[src/rtl/sh7604_bus_arb.sv]
// Bus arbiter letting a slave SH7604 and an external DMA master borrow the bus
// from the master CPU via its BRLS_N/BGR_N release handshake.
module sh7604_bus_arb #(
    parameter int unsigned TIMEOUT = 255
) (
    input  logic       CLK,
    input  logic       RST_N,
    input  logic       CE_R,
    input  logic       M_BGR_N,
    output logic       M_BRLS_N,
    input  logic       S_BREQ_N,
    output logic       S_BACK_N,
    input  logic       E_REQ,
    output logic       E_GNT,
    output logic [1:0] BUS_SEL,
    output logic       ERR,
    input  logic       ERR_CLR
);

    typedef enum logic [2:0] {
        ST_MASTER,
        ST_REL_WAIT,
        ST_SLAVE,
        ST_EXT,
        ST_HANDOFF,
        ST_RETURN
    } state_t;

    localparam logic [7:0] TIMEOUT_C = 8'(TIMEOUT);

    state_t     state, state_nxt;
    logic [7:0] wait_cnt, wait_cnt_nxt;
    logic       last, last_nxt;
    logic       timeout;
    logic       s_pend, e_pend;

    logic       brls_n_d, back_n_d, gnt_d, err_d;
    logic [1:0] sel_d;

    assign s_pend = ~S_BREQ_N;
    assign e_pend = E_REQ;

    always_ff @(posedge CLK or negedge RST_N) begin
        if (!RST_N) begin
            state    <= ST_MASTER;
            wait_cnt <= '0;
            last     <= 1'b0;
            M_BRLS_N <= 1'b1;
            S_BACK_N <= 1'b1;
            E_GNT    <= 1'b0;
            BUS_SEL  <= 2'd0;
            ERR      <= 1'b0;
        end else if (CE_R) begin
            state    <= state_nxt;
            wait_cnt <= wait_cnt_nxt;
            last     <= last_nxt;
            M_BRLS_N <= brls_n_d;
            S_BACK_N <= back_n_d;
            E_GNT    <= gnt_d;
            BUS_SEL  <= sel_d;
            ERR      <= err_d;
        end
    end

    always_comb begin
        state_nxt    = state;
        wait_cnt_nxt = wait_cnt;
        last_nxt     = last;
        timeout      = 1'b0;
        case (state)
            ST_MASTER: begin
                if (s_pend || e_pend) begin
                    state_nxt    = ST_REL_WAIT;
                    wait_cnt_nxt = '0;
                end
            end
            ST_REL_WAIT: begin
                // A grant from the master takes priority over a coincident timeout
                if (!M_BGR_N) begin
                    if (s_pend && e_pend)
                        state_nxt = last ? ST_SLAVE : ST_EXT;
                    else if (s_pend)
                        state_nxt = ST_SLAVE;
                    else if (e_pend)
                        state_nxt = ST_EXT;
                    else
                        state_nxt = ST_RETURN;
                end else if (wait_cnt + 8'd1 >= TIMEOUT_C) begin
                    timeout      = 1'b1;
                    state_nxt    = ST_MASTER;
                    wait_cnt_nxt = '0;
                end else begin
                    wait_cnt_nxt = wait_cnt + 8'd1;
                end
            end
            ST_SLAVE: begin
                if (!s_pend) begin
                    last_nxt  = 1'b1;
                    state_nxt = ST_HANDOFF;
                end
            end
            ST_EXT: begin
                if (!e_pend) begin
                    last_nxt  = 1'b0;
                    state_nxt = ST_HANDOFF;
                end
            end
            ST_HANDOFF: begin
                // LAST names the requester that just left; the other one goes first
                if (last ? e_pend : s_pend)
                    state_nxt = last ? ST_EXT : ST_SLAVE;
                else if (s_pend)
                    state_nxt = ST_SLAVE;
                else if (e_pend)
                    state_nxt = ST_EXT;
                else
                    state_nxt = ST_RETURN;
            end
            ST_RETURN: begin
                if (M_BGR_N)
                    state_nxt = ST_MASTER;
            end
            default: state_nxt = ST_MASTER;
        endcase
    end

    always_comb begin
        brls_n_d = 1'b0;
        back_n_d = 1'b1;
        gnt_d    = 1'b0;
        sel_d    = 2'd3;
        case (state_nxt)
            ST_MASTER: begin
                brls_n_d = 1'b1;
                sel_d    = 2'd0;
            end
            ST_REL_WAIT: sel_d = 2'd0;
            ST_SLAVE: begin
                back_n_d = 1'b0;
                sel_d    = 2'd1;
            end
            ST_EXT: begin
                gnt_d = 1'b1;
                sel_d = 2'd2;
            end
            ST_HANDOFF: sel_d = 2'd3;
            ST_RETURN:  brls_n_d = 1'b1;
            default: begin
                brls_n_d = 1'b1;
                sel_d    = 2'd0;
            end
        endcase
        err_d = timeout ? 1'b1 : (ERR_CLR ? 1'b0 : ERR);
    end

endmodule

[config.mk]
export PLATFORM = sky130hd
export DESIGN_NAME = sh7604_bus_arb
export DESIGN_NICKNAME = d
export VERILOG_FILES = /design/src/rtl/sh7604_bus_arb.sv
export SDC_FILE = /design/constraint.sdc
export NUM_CORES = 1
export LEC_CHECK = 0
export CAP_MARGIN = 30
export CORE_MARGIN = 5
export CORE_UTILIZATION = 50
export DETAILED_ROUTE_END_ITERATION = 12
export PLACE_DENSITY = 0.77
export SYNTH_ARGS = -nofsm -noshare
export SYNTH_HDL_FRONTEND = slang
export SYNTH_SLANG_ARGS = --single-unit
export TNS_END_PERCENT = 30
[constraint.sdc]
create_clock -name CLK -period 2 [get_ports CLK]
set_clock_uncertainty 0.15 [all_clocks]
set_input_delay 0.4 -clock CLK [delete_from_list [all_inputs] [get_ports CLK]]
set_output_delay 0.4 -clock CLK [all_outputs]
set_load 0.005 [all_outputs]
# Yosys cells after proc, flatten, opt, wreduce, memory -nomap -nowiden
# Index checks and enable logic that the tools add are counted.
# word_totals
register_bits	18
latch_bits	0
ramBits	0
rom_bits	0
wordCells	66
n_memories	0
# op_classes
add_sub_neg	1
mul	0
div	0
order_cmp	1
n_eq_ne	14
n_shift	0
muxes	30
n_bitwise	1
reduce_logical	11
# ops
op	n
3-bit 2-to-1 mux	10
8-bit 2-to-1 mux	3
3-bit case mux with 6 select lines	1
8-bit case mux with 2 select lines	1
1-bit 2-to-1 mux	13
3-bit by 2-bit == test with 1-bit output, second input constant	4
3-bit == test, second input constant	4
8-bit by 1-bit adder with 8-bit output, second input constant	1
8-bit >= comparator, second input constant	1
2-bit != test, second input constant	4
4-bit AND reduction	2
3-bit by 1-bit == test with 1-bit output, second input constant	2
2-bit case mux with 3 select lines	1
2-bit nonzero test	3
4-bit OR reduction	1
3-bit zero test	1
1-bit case mux with 2 select lines	1
2-bit AND reduction	1
2-bit OR reduction	1
1-bit logical AND	1
1-bit logical OR	1
1-bit NOT	1

# Longest topological paths before layout
# Gate-level depths: netlist (run 1).
# logic_depth
word_depth	8
depth_mapped	6

# Least setup slack after synthesis (run 1)
# Ideal clock, no wire load.
# synth_path
path_type	flip-flop to flip-flop
from	register wait_cnt[0]
to	register state[0]
t_arrival_ns	1.531
setup_slack_ns	0.178
stages_incl_launch_ff	7
path_buffers	0
synth_period_minus_slack_ns	1.822
cell_sequence	dfrtp_1 ha_1 nand3_2 xnor2_2 o211ai_4 o31ai_1 mux2i_1
# synth_via
elab_chain_len	5
# synth_lines
item	line_no	source
start, declared	32	logic [7:0] wait_cnt, wait_cnt_nxt;
start signal, assigned	55	wait_cnt <= wait_cnt_nxt;
8-bit by 1-bit adder with 8-bit output	88	end else if (wait_cnt + 8'd1 >= TIMEOUT_C) begin
8-bit >= comparator	88	
3-bit 2-to-1 mux	88	
3-bit 2-to-1 mux	79	if (!M_BGR_N) begin
3-bit case mux with 6 select lines	70	case (state)
end signal, assigned	54	state <= state_nxt;
end, declared	31	state_t state, state_nxt;
# No other way between the ends.
# A chain may end at the register's enable or synchronous reset.

# Worst setup path in the final report (run 1)
# layout_path
from	input port E_REQ
to	register E_GNT
# layout_via
elab_chain_len	7
word_cells_on_any_way	13
# layout_lines
item	line_no	source
start, declared	13	input logic E_REQ,
3-bit 2-to-1 mux	84, 114	
3-bit 2-to-1 mux	82	else if (s_pend)
3-bit 2-to-1 mux	80	if (s_pend && e_pend)
3-bit 2-to-1 mux	79	
3-bit case mux with 6 select lines *	70	
3-bit by 2-bit == test with 1-bit output *	132	case (state_nxt)
1-bit 2-to-1 mux *	132	
end signal, assigned	59	E_GNT <= gnt_d;
end, declared	14	output logic E_GNT,
# Every way passes the cells marked *; elsewhere a longest branch is shown, timed or not.

==> results of run 1 <==
per-stage QoR:
stage          area, sq um  instances  hold slack, ns
2_1_floorplan         1209        138        -0.04559
3_3_place_gp          1461        188          0.3387
3_5_place_dp          1461        188          0.3411
4_1_cts               1515        194          0.2774
5_1_grt               1539        194          0.3004
6_report              1539        194          0.2687
state kept, by name, summed over array words and instances (netlist names):
| name | count |
|---|---|
| BUS_SEL | 2 |
| ERR | 1 |
| E_GNT | 1 |
| M_BRLS_N | 1 |
| S_BACK_N | 1 |
| last | 1 |
| state | 3 |
| wait_cnt | 8 |
worst max-delay path, cell delays in order:
cell,delay (ns)
sky130_fd_sc_hd__clkdlybuf4s50_1,0.47
sky130_fd_sc_hd__nand2b_1,0.20
sky130_fd_sc_hd__a32oi_2,0.22
sky130_fd_sc_hd__o221ai_2,0.14
sky130_fd_sc_hd__o31ai_1,0.29
sky130_fd_sc_hd__buf_4,0.17
sky130_fd_sc_hd__o22ai_1,0.06
final timing paths:
check                           cells after the start       end
worst max register to register                      8     E_GNT
worst max-delay path                                7     E_GNT
max in group asynchronous                           2  M_BRLS_N
min in group CLK                                    1       ERR
worst min-delay path                                2     E_GNT
worst min register to register                      1       ERR
timing repair:
| item | CTS | global route |
|---|---|---|
| endpoints found under the setup margin | 3 | 7 |
| hold endpoints to repair | 0 | 0 |
| setup buffers | 2 | 0 |
| gates resized for setup | 1 | 5 |
| pin swaps | 0 | 1 |
report_power, final:
group	internal (mW)	switching [mW]	total (mW)
clock	0.111	0.123	0.234
combinational	0.441	0.461	0.902
sequential	0.478	0.0797	0.558
cell usage in the layout, fill, tap and decap left out, types with 3 or more instances in the layout:
cell / instances
sky130_fd_sc_hd__and2_1: 3
sky130_fd_sc_hd__buf_4: 20
sky130_fd_sc_hd__clkbuf_4: 3
sky130_fd_sc_hd__clkdlybuf4s50_1: 10
sky130_fd_sc_hd__dfrtp_1: 16
sky130_fd_sc_hd__inv_1: 4
sky130_fd_sc_hd__nand2_1: 23
sky130_fd_sc_hd__nand2b_1: 5
sky130_fd_sc_hd__nor2_1: 8
sky130_fd_sc_hd__nor2b_1: 4
sky130_fd_sc_hd__nor3_1: 4
sky130_fd_sc_hd__o21ai_0: 10
sky130_fd_sc_hd__o21ai_1: 4
sky130_fd_sc_hd__o221ai_1: 6
layer usage:
metal / vias up / GRT usage (%) / part of all wire, % / wire [um]
met5: - / 0 / 0 / 0
li1: 563 / - / - / -
met2: 27 / 32.81 / 51 / 1522
met1: 549 / 24.97 / 43 / 1305
met3: 6 / 3.922 / 4.5 / 137
met4: 0 / 9.385 / 1.6 / 47
final cells by class:
| cell class | count | area (sq um) |
|---|---|---|
| multi-input combinational | 108 | 724.4 |
| sequential | 18 | 452.9 |
| timing repair buffer | 32 | 275.3 |
| clock buffer | 4 | 36.28 |
| fill | 193 | 715.7 |
| tap | 28 | 35.03 |
| inverter | 4 | 15.01 |
cell families after synthesis:
| logic type | after synthesis |
|---|---|
| buffers and inverters | 12 |
| adders and majority gates | 2 |
| muxes | 1 |
| and+or+nand+nor | 58 |
| AOI/OAI and AO/OA | 45 |
| xor gates and xnor gates | 2 |
| DFF | 18 |
==> flow_metrics.env, run 1 <==
export IMPL_htree_num_levels=1
export IMPL_critPathLaunchType="input port"
export IMPL_worstReg2RegStart="wait_cnt[0]"
export IMPL_async_flop_share_pct=100.0
export IMPL_synth_seq_area_share_pct=37.47
export IMPL_synth_area_leader_cell="sky130_fd_sc_hd__dfrtp_1"
export IMPL_critPathLaunch="E_REQ"
export IMPL_hold_buffers=0
export IMPL_post_route_min_period_ns=1.913
export IMPL_antenna_found_initial=0
export IMPL_synth_ff_latch_count=18
export IMPL_power_ir_vdd_worst_mv=0.7635
export IMPL_finish_utilization_pct=68.26
export IMPL_wl_um=3013
export IMPL_outcome="complete, no violations"
export IMPL_die_area_sq_um=3501
export IMPL_dominantRegCellSynth="sky130_fd_sc_hd__dfrtp_1"
export IMPL_synth_fp_nets=147
export IMPL_p_per_area_nw_per_um2=1100
export IMPL_timing_hold_violations_final=0
export IMPL_synth_distinct_cells=47
export IMPL_initialDrtViolationCount=40
export IMPL_final_layout_size_suffix_gt1_share_pct=23.49
export IMPL_achievable_frequency_mhz=522.8
export IMPL_power_total_mw=1.693
export IMPL_num_vias=1145
export IMPL_clock_slew_at_reported_path_ffs_ns=0.11
export IMPL_worstSetupPathType="input port to flip-flop"
export IMPL_setup_violations=0
export IMPL_required_ns=2.04
export IMPL_detail_route_first_pass_iterations=4
export IMPL_yosysWarningCount=0
export IMPL_synth_common_cells="sky130_fd_sc_hd__nand2_1, sky130_fd_sc_hd__dfrtp_1, sky130_fd_sc_hd__o21ai_0, sky130_fd_sc_hd__nor2_1, sky130_fd_sc_hd__o221ai_1"
export IMPL_cts_tree="yes"
export IMPL_pin_count_of_the_biggest_net_entering_global_routing=19
export IMPL_root_buffer="sky130_fd_sc_hd__clkbuf_4"
export IMPL_syn_area_sq_um=1209
export IMPL_grt_usage_pct=19.94
export IMPL_rows=17
export IMPL_globalRoute_totalOverflow=0
export IMPL_power_static_leakage_nw=0.6697
export IMPL_antenna_diode_count=0
export IMPL_yosys_area_share_adder_pct=2.070
export IMPL_yosysMostFrequentCell="sky130_fd_sc_hd__nand2_1"
export IMPL_regToRegSetupSlack_ns=0.10
export IMPL_nNetsFinal=176
export IMPL_main_combinational_cell_family_by_area_after_synthesis="compound AO/OA/AOI/OAI gates"
export IMPL_place_hpwl_um=2323
export IMPL_drc=0
export IMPL_grt_first_pass_wirelength_um=5354
export IMPL_synth_compound_area_share_pct=27.85
export IMPL_dieWidth_um=59.17
export IMPL_detail_route_antenna_nets=0
export IMPL_yosys_area_share_simple_pct=25.36
export IMPL_post_synthesis_xor_xnor_area_fraction_pct=2.070
export IMPL_i_o_pin_count=13
export IMPL_port_buffer_cells=12
export IMPL_critical_path_peak_fanout=4
export IMPL_cp_arrival_ns=1.96
export IMPL_synthesis_area_per_instance_sq_um=8.758
export IMPL_final_setup_worst_slack_ns=0.08721
export IMPL_area_delta_synth_final_pct=27.33
export IMPL_yosys_mux_area_fraction_pct=0.8282
export IMPL_vias_per_cell=5.902
export IMPL_coreArea_sq_um=2255
export IMPL_clock_path_buffers=2
export IMPL_netlist_top_cells_area="sky130_fd_sc_hd__dfrtp_1, sky130_fd_sc_hd__nand2_1, sky130_fd_sc_hd__o221ai_1, sky130_fd_sc_hd__dfstp_2, sky130_fd_sc_hd__o21ai_0"
export IMPL_cts_made_buffers=3
export IMPL_number_of_synthesized_flops_with_an_enable_pin=0
export IMPL_clock_insertion_delay_worst_skew_ns=0.30
export IMPL_gpl_final_weighted_congestion=0.8865
export IMPL_cp_end_kind="flip-flop"
export IMPL_cts_num_sinks=18
export IMPL_final_min_period_over_clock_period_pct=95.64
export IMPL_hold_class="input port to async pin"
export IMPL_worst_slew_margin_pct=75.60
export IMPL_synth_cells=138
export IMPL_wl_per_cell_um=15.53
export IMPL_timing_max_transition_violations_final=0
export IMPL_post_placement_worst_setup_slack_ns=-0.2704
export IMPL_die_height_um=59.17
export IMPL_initial_core_util_pct=53.61
export IMPL_first_global_vias=1216
export IMPL_rsz_0062_raised_after_global_routing="true"
export IMPL_max_cap_violations=0
export IMPL_post_synth_top_area_fraction_pct=33.13
export IMPL_setup_total_negative_slack_ns=0
export IMPL_timing_worst_slew_pin_value_ns=0.3649
Power figures use the tool's default switching activity.
==> run 2, diff against run 1 <==
- RECOVER_POWER: unset -> 25
- REMOVE_ABC_BUFFERS: unset -> 1
- clock period: 2 -> 2.4 ns (I/O delays scaled with it)
==> flow_metrics.env, run 2 (synthesis results as in run 1) <==
export IMPL_outcome="complete, no violations"
export IMPL_largest_reg_flops=8
export IMPL_rows=17
export IMPL_worstReg2RegStart="wait_cnt[0]"
export IMPL_post_cts_repair_setup_buffers=0
export IMPL_worst_r2r_path_depth=6
export IMPL_dp_cells=179
export IMPL_achievable_frequency_mhz=471.9
export IMPL_cp_end_kind="flip-flop"
export IMPL_whs_path_depth=2
export IMPL_cp_arrival_ns=2.13
export IMPL_power_ir_vdd_worst_mv=0.7191
export IMPL_post_route_min_period_ns=2.119
export IMPL_power_report_internal_total_uw=765.5
export IMPL_first_global_vias=1077
export IMPL_place_hpwl_um=2206
export IMPL_hold_buffers=0
export IMPL_required_ns=2.41
export IMPL_grt_first_pass_wirelength_um=4933
export IMPL_area_delta_synth_final_pct=18.01
export IMPL_timing_hold_violations_final=0
export IMPL_antenna_diode_count=0
export IMPL_die_area_sq_um=3501
export IMPL_regToRegSetupSlack_ns=0.28
export IMPL_critical_path_peak_fanout=8
export IMPL_wl_um=2966
export IMPL_worst_slew_margin_pct=32.97
export IMPL_hold_class="flip-flop to flip-flop"
export IMPL_i_o_pin_count=13
export IMPL_cts_made_buffers=3
export IMPL_wl_per_cell_um=16.21
export IMPL_clock_path_buffers=2
export IMPL_num_vias=1133
export IMPL_initialDrtViolationCount=56
export IMPL_power_share_switching_pct=39.89
export IMPL_final_min_period_over_clock_period_pct=88.30
export IMPL_max_flop_register="wait_cnt"
export IMPL_rsz_0062_raised_after_global_routing="false"
export IMPL_dieWidth_um=59.17
export IMPL_multi_input_comb_area_sq_um=703.2
export IMPL_clock_power_share_pct=14.7
export IMPL_stdcell_count=183
export IMPL_root_buffer="sky130_fd_sc_hd__clkbuf_4"
export IMPL_htree_num_levels=1
export IMPL_initial_core_util_pct=53.61
export IMPL_vias_per_cell=6.191
export IMPL_setup_violations=0
export IMPL_die_height_um=59.17
export IMPL_antenna_found_initial=0
export IMPL_reg_top3="wait_cnt: 8 flops, state: 3 flops, BUS_SEL: 2 flops"
export IMPL_most_common_layout_cells="sky130_fd_sc_hd__nand2_1, sky130_fd_sc_hd__dfrtp_1, sky130_fd_sc_hd__clkdlybuf4s50_1"
export IMPL_dpl_instance_area_sq_um=1394
export IMPL_worstSetupPathType="flip-flop to flip-flop"
export IMPL_holdPathEnd="BUS_SEL[0]"
export IMPL_cts_num_sinks=18
export IMPL_coreArea_sq_um=2255
export IMPL_fin_hold_ws_ns=0.3919
export IMPL_most_common_cell_after_layout_fill_and_taps_aside="sky130_fd_sc_hd__nand2_1"
export IMPL_timing_max_transition_violations_final=0
export IMPL_p_sw_uw=508.1
export IMPL_layout_cell_area_excl_fill_sq_um=1426
export IMPL_grt_usage_pct=18.80
export IMPL_globalRoute_totalOverflow=0
export IMPL_detail_route_antenna_nets=0
export IMPL_crit_slowest_cell="sky130_fd_sc_hd__dfrtp_1"
export IMPL_drc=0
export IMPL_p_per_area_nw_per_um2=892.8
export IMPL_power_share_sequential_pct=39.6
export IMPL_gpl_final_weighted_congestion=0.9680
export IMPL_pin_count_of_the_biggest_net_entering_global_routing=19
export IMPL_port_buffer_cells=12
export IMPL_nNetsFinal=165
export IMPL_clock_insertion_delay_worst_skew_ns=0.29
export IMPL_hold_start="BUS_SEL[0]"
export IMPL_cts_repair_resize_count=0
export IMPL_max_cap_violations=0
export IMPL_detail_route_first_pass_iterations=4
export IMPL_worst_path_largest_cell_delay_ns=0.45
export IMPL_layout_area_seq_sq_um=452.9
export IMPL_timing_worst_slew_pin_value_ns=1.005
export IMPL_finish_utilization_pct=63.26
export IMPL_filler_cell_count=193
export IMPL_critPathLaunchType="flip-flop"
export IMPL_final_layout_size_suffix_gt1_share_pct=14.84
export IMPL_clock_slew_at_reported_path_ffs_ns=0.10
export IMPL_cts_tree="yes"
export IMPL_comb_power_share_pct=45.7
export IMPL_power_static_leakage_nw=0.5949
export IMPL_rr_endpoint="state[0]"
export IMPL_crit_path_cell_trace="ha_1, nand3_2, xnor2_2, o211ai_4, o31ai_1, mux2i_1"
[run 2: through the flow]
stage / power [mW] / setup slack [ns] / TNS (ns)
floorplan: 0.8417 / 0.5724 / 0
global placement: 1.063 / 0.07963 / 0
detailed placement: 1.085 / -0.009360 / -0.009360
CTS: 1.276 / 0.2832 / 0
global route: 1.372 / 0.1429 / 0
finish: 1.274 / 0.2807 / 0
[run 2: worst max-delay path, delay by kind of cell, from the launching register on]
| kind | cells | cell delay (ns) |
|---|---|---|
| and+or+nand+nor | 1 | 0.15 |
| adders and majority gates | 1 | 0.25 |
| muxes | 1 | 0.14 |
| AOI/OAI and AO/OA | 2 | 0.61 |
| xor gates and xnor gates | 1 | 0.24 |
| DFF | 1 | 0.45 |
[run 2: worst max-delay path by stage]
stage	from	to	slack, ns	depth (start not counted)
6_report	wait_cnt[0]	state[0]	0.28	6
3_3_place_gp	M_BGR_N	S_BACK_N	0.08	6
2_1_floorplan	wait_cnt[0]	state[0]	0.57	6
4_1_cts	wait_cnt[0]	state[0]	0.28	6
3_5_place_dp	E_REQ	state[0]	-0.009	6
5_1_grt	state[0]	state[0]	0.14	5
[run 2: area by class of cell]
cell class | count | share of cell area [%]
clock buffer | 4 | 2.544
inverter | 4 | 1.053
multi-input combinational | 108 | 49.30
sequential | 18 | 31.75
tap | 28 | 2.456
timing repair buffer | 21 | 12.89
[run 2: power by group through the flow]
| stage | clock, mW | sequential, mW | combinational (mW) |
|---|---|---|---|
| 3_5_place_dp | 0 | 0.507 | 0.578 |
| 6_report | 0.187 | 0.505 | 0.581 |
| 5_1_grt | 0.207 | 0.519 | 0.645 |
| 4_1_cts | 0.196 | 0.500 | 0.580 |
| 3_3_place_gp | 0 | 0.501 | 0.562 |
| 2_1_floorplan | 0 | 0.505 | 0.337 |
[run 2: per-layer routing]
| layer | routed length [um] | up-vias | GRT usage, % |
|---|---|---|---|
| li1 | - | 543 | - |
| met1 | 1288 | 544 | 23.20 |
| met2 | 1487 | 38 | 32.18 |
| met3 | 133 | 8 | 3.050 |
| met4 | 57 | 0 | 8.091 |
| met5 | 0 | - | 0 |
==> run 3, diff against run 2 <==
- GPL_TIMING_DRIVEN: unset -> 1
- MAX_ROUTING_LAYER: unset -> met4
==> flow_metrics.env, run 3 (synthesis results as in run 1) <==
export IMPL_num_vias=1161
export IMPL_cts_made_buffers=3
export IMPL_detail_route_first_pass_iterations=4
export IMPL_area_delta_synth_final_pct=18.01
export IMPL_worst_slew_margin_pct=33.76
export IMPL_most_common_cell_after_layout_fill_and_taps_aside="sky130_fd_sc_hd__nand2_1"
export IMPL_final_layout_size_suffix_gt1_share_pct=14.84
export IMPL_filler_cell_count=193
export IMPL_vias_per_cell=6.344
export IMPL_root_buffer="sky130_fd_sc_hd__clkbuf_4"
export IMPL_wl_um=2943
export IMPL_coreArea_sq_um=2255
export IMPL_grt_usage_pct=19.26
export IMPL_setup_total_negative_slack_ns=0
export IMPL_timing_worst_slew_pin_value_ns=0.9935
export IMPL_detail_route_antenna_nets=0
export IMPL_rows=17
export IMPL_reg_top3="wait_cnt: 8 flops, state: 3 flops, BUS_SEL: 2 flops"
export IMPL_die_height_um=59.17
export IMPL_drc=0
export IMPL_place_hpwl_um=2206
export IMPL_port_buffer_cells=12
export IMPL_initial_core_util_pct=53.61
export IMPL_globalRoute_totalOverflow=0
export IMPL_initialDrtViolationCount=43
export IMPL_required_ns=2.41
export IMPL_most_common_layout_cells="sky130_fd_sc_hd__nand2_1, sky130_fd_sc_hd__dfrtp_1, sky130_fd_sc_hd__clkdlybuf4s50_1"
export IMPL_power_total_mw=1.270
export IMPL_cts_num_sinks=18
export IMPL_pin_count_of_the_biggest_net_entering_global_routing=19
export IMPL_post_route_min_period_ns=2.112
export IMPL_antenna_diode_count=0
export IMPL_timing_hold_violations_final=0
export IMPL_htree_num_levels=1
export IMPL_grt_first_pass_wirelength_um=4912
export IMPL_first_global_vias=1080
export IMPL_final_min_period_over_clock_period_pct=87.98
export IMPL_setup_violations=0
export IMPL_clock_insertion_delay_worst_skew_ns=0.29
export IMPL_cp_end_kind="flip-flop"
export IMPL_achievable_frequency_mhz=473.6
export IMPL_crit_slowest_cell="sky130_fd_sc_hd__dfrtp_1"
export IMPL_dieWidth_um=59.17
export IMPL_i_o_pin_count=13
export IMPL_largest_reg_flops=8
export IMPL_max_cap_violations=0
export IMPL_max_flop_register="wait_cnt"
export IMPL_gpl_final_weighted_congestion=0.9860
export IMPL_cts_tree="yes"
export IMPL_outcome="complete, no violations"
export IMPL_critical_path_peak_fanout=8
export IMPL_worstSetupPathType="flip-flop to flip-flop"
export IMPL_cp_arrival_ns=2.12
export IMPL_nNetsFinal=165
export IMPL_wl_per_cell_um=16.08
export IMPL_clock_slew_at_reported_path_ffs_ns=0.10
export IMPL_finish_utilization_pct=63.26
export IMPL_crit_path_cell_trace="ha_1, nand3_2, xnor2_2, o211ai_4, o31ai_1, mux2i_1"
export IMPL_worst_path_largest_cell_delay_ns=0.45
export IMPL_power_static_leakage_nw=0.5949
export IMPL_power_ir_vdd_worst_mv=0.7115
export IMPL_post_cts_repair_setup_buffers=0
export IMPL_hold_class="flip-flop to flip-flop"
export IMPL_p_per_area_nw_per_um2=890.2
export IMPL_rsz_0062_raised_after_global_routing="false"
export IMPL_clock_path_buffers=2
export IMPL_critPathLaunchType="flip-flop"
export IMPL_antenna_found_initial=0
export IMPL_timing_max_transition_violations_final=0
export IMPL_cts_repair_resize_count=0
export IMPL_hold_buffers=0
export IMPL_die_area_sq_um=3501
## run 3: cell counts in the layout (fill, tap and decap cells not counted)
No cell type changed its count.
## run 3: power by group
group	internal [mW]	switching, mW	total (mW)
clock	0.0924	0.0945	0.187
combinational	0.276	0.303	0.579
sequential	0.397	0.106	0.504
## run 3: through the flow
stage	hold slack (ns)	area [sq um]	setup WS, ns	instances
finish	0.3973	1426	0.2884	183
detailed placement	0.3731	1394	-0.009360	179
floorplan	0.03441	1171	0.5724	130
global route	0.4194	1426	0.1429	183
global placement	0.3376	1394	0.07963	179
CTS	0.3554	1430	0.2832	183
## run 3: layout make-up
| type | instances | area (sq um) | area share, % |
|---|---|---|---|
| multi-input combinational | 108 | 703.2 | 49.30 |
| tap | 28 | 35.03 | 2.456 |
| inverter | 4 | 15.01 | 1.053 |
| clock buffer | 4 | 36.28 | 2.544 |
| sequential | 18 | 452.9 | 31.75 |
| timing repair buffer | 21 | 183.9 | 12.89 |
## run 3: worst paths after layout
kind | from | endpoint | slack, ns | cells after the start
worst max-delay path | wait_cnt[0] | state[0] | 0.29 | 6
worst min-delay path | E_GNT | E_GNT | 0.40 | 2
worst max register to register | wait_cnt[0] | state[0] | 0.29 | 6
worst min register to register | E_GNT | E_GNT | 0.40 | 2
max in group asynchronous | RST_N | state[1] | 0.80 | 2
min in group asynchronous | RST_N | wait_cnt[1] | 0.71 | 2
## run 3: critical path: cells and delay by family (launching register included)
kind / cells / cell delay, ns
AO/OA/AOI/OAI: 2 / 0.60
flip-flops: 1 / 0.45
adder cells (fa/ha/maj): 1 / 0.25
XOR/XNOR: 1 / 0.24
AND/OR/NAND/NOR: 1 / 0.15
multiplexers: 1 / 0.14
## run 3: routing by layer
layer,track usage [%],part of all wire (%),vias to the layer above
met5,-,0,-
met4,8.091,2.3,0
met3,3.050,5.4,11
met2,32.02,50,44
met1,23.07,42,562
li1,-,-,544
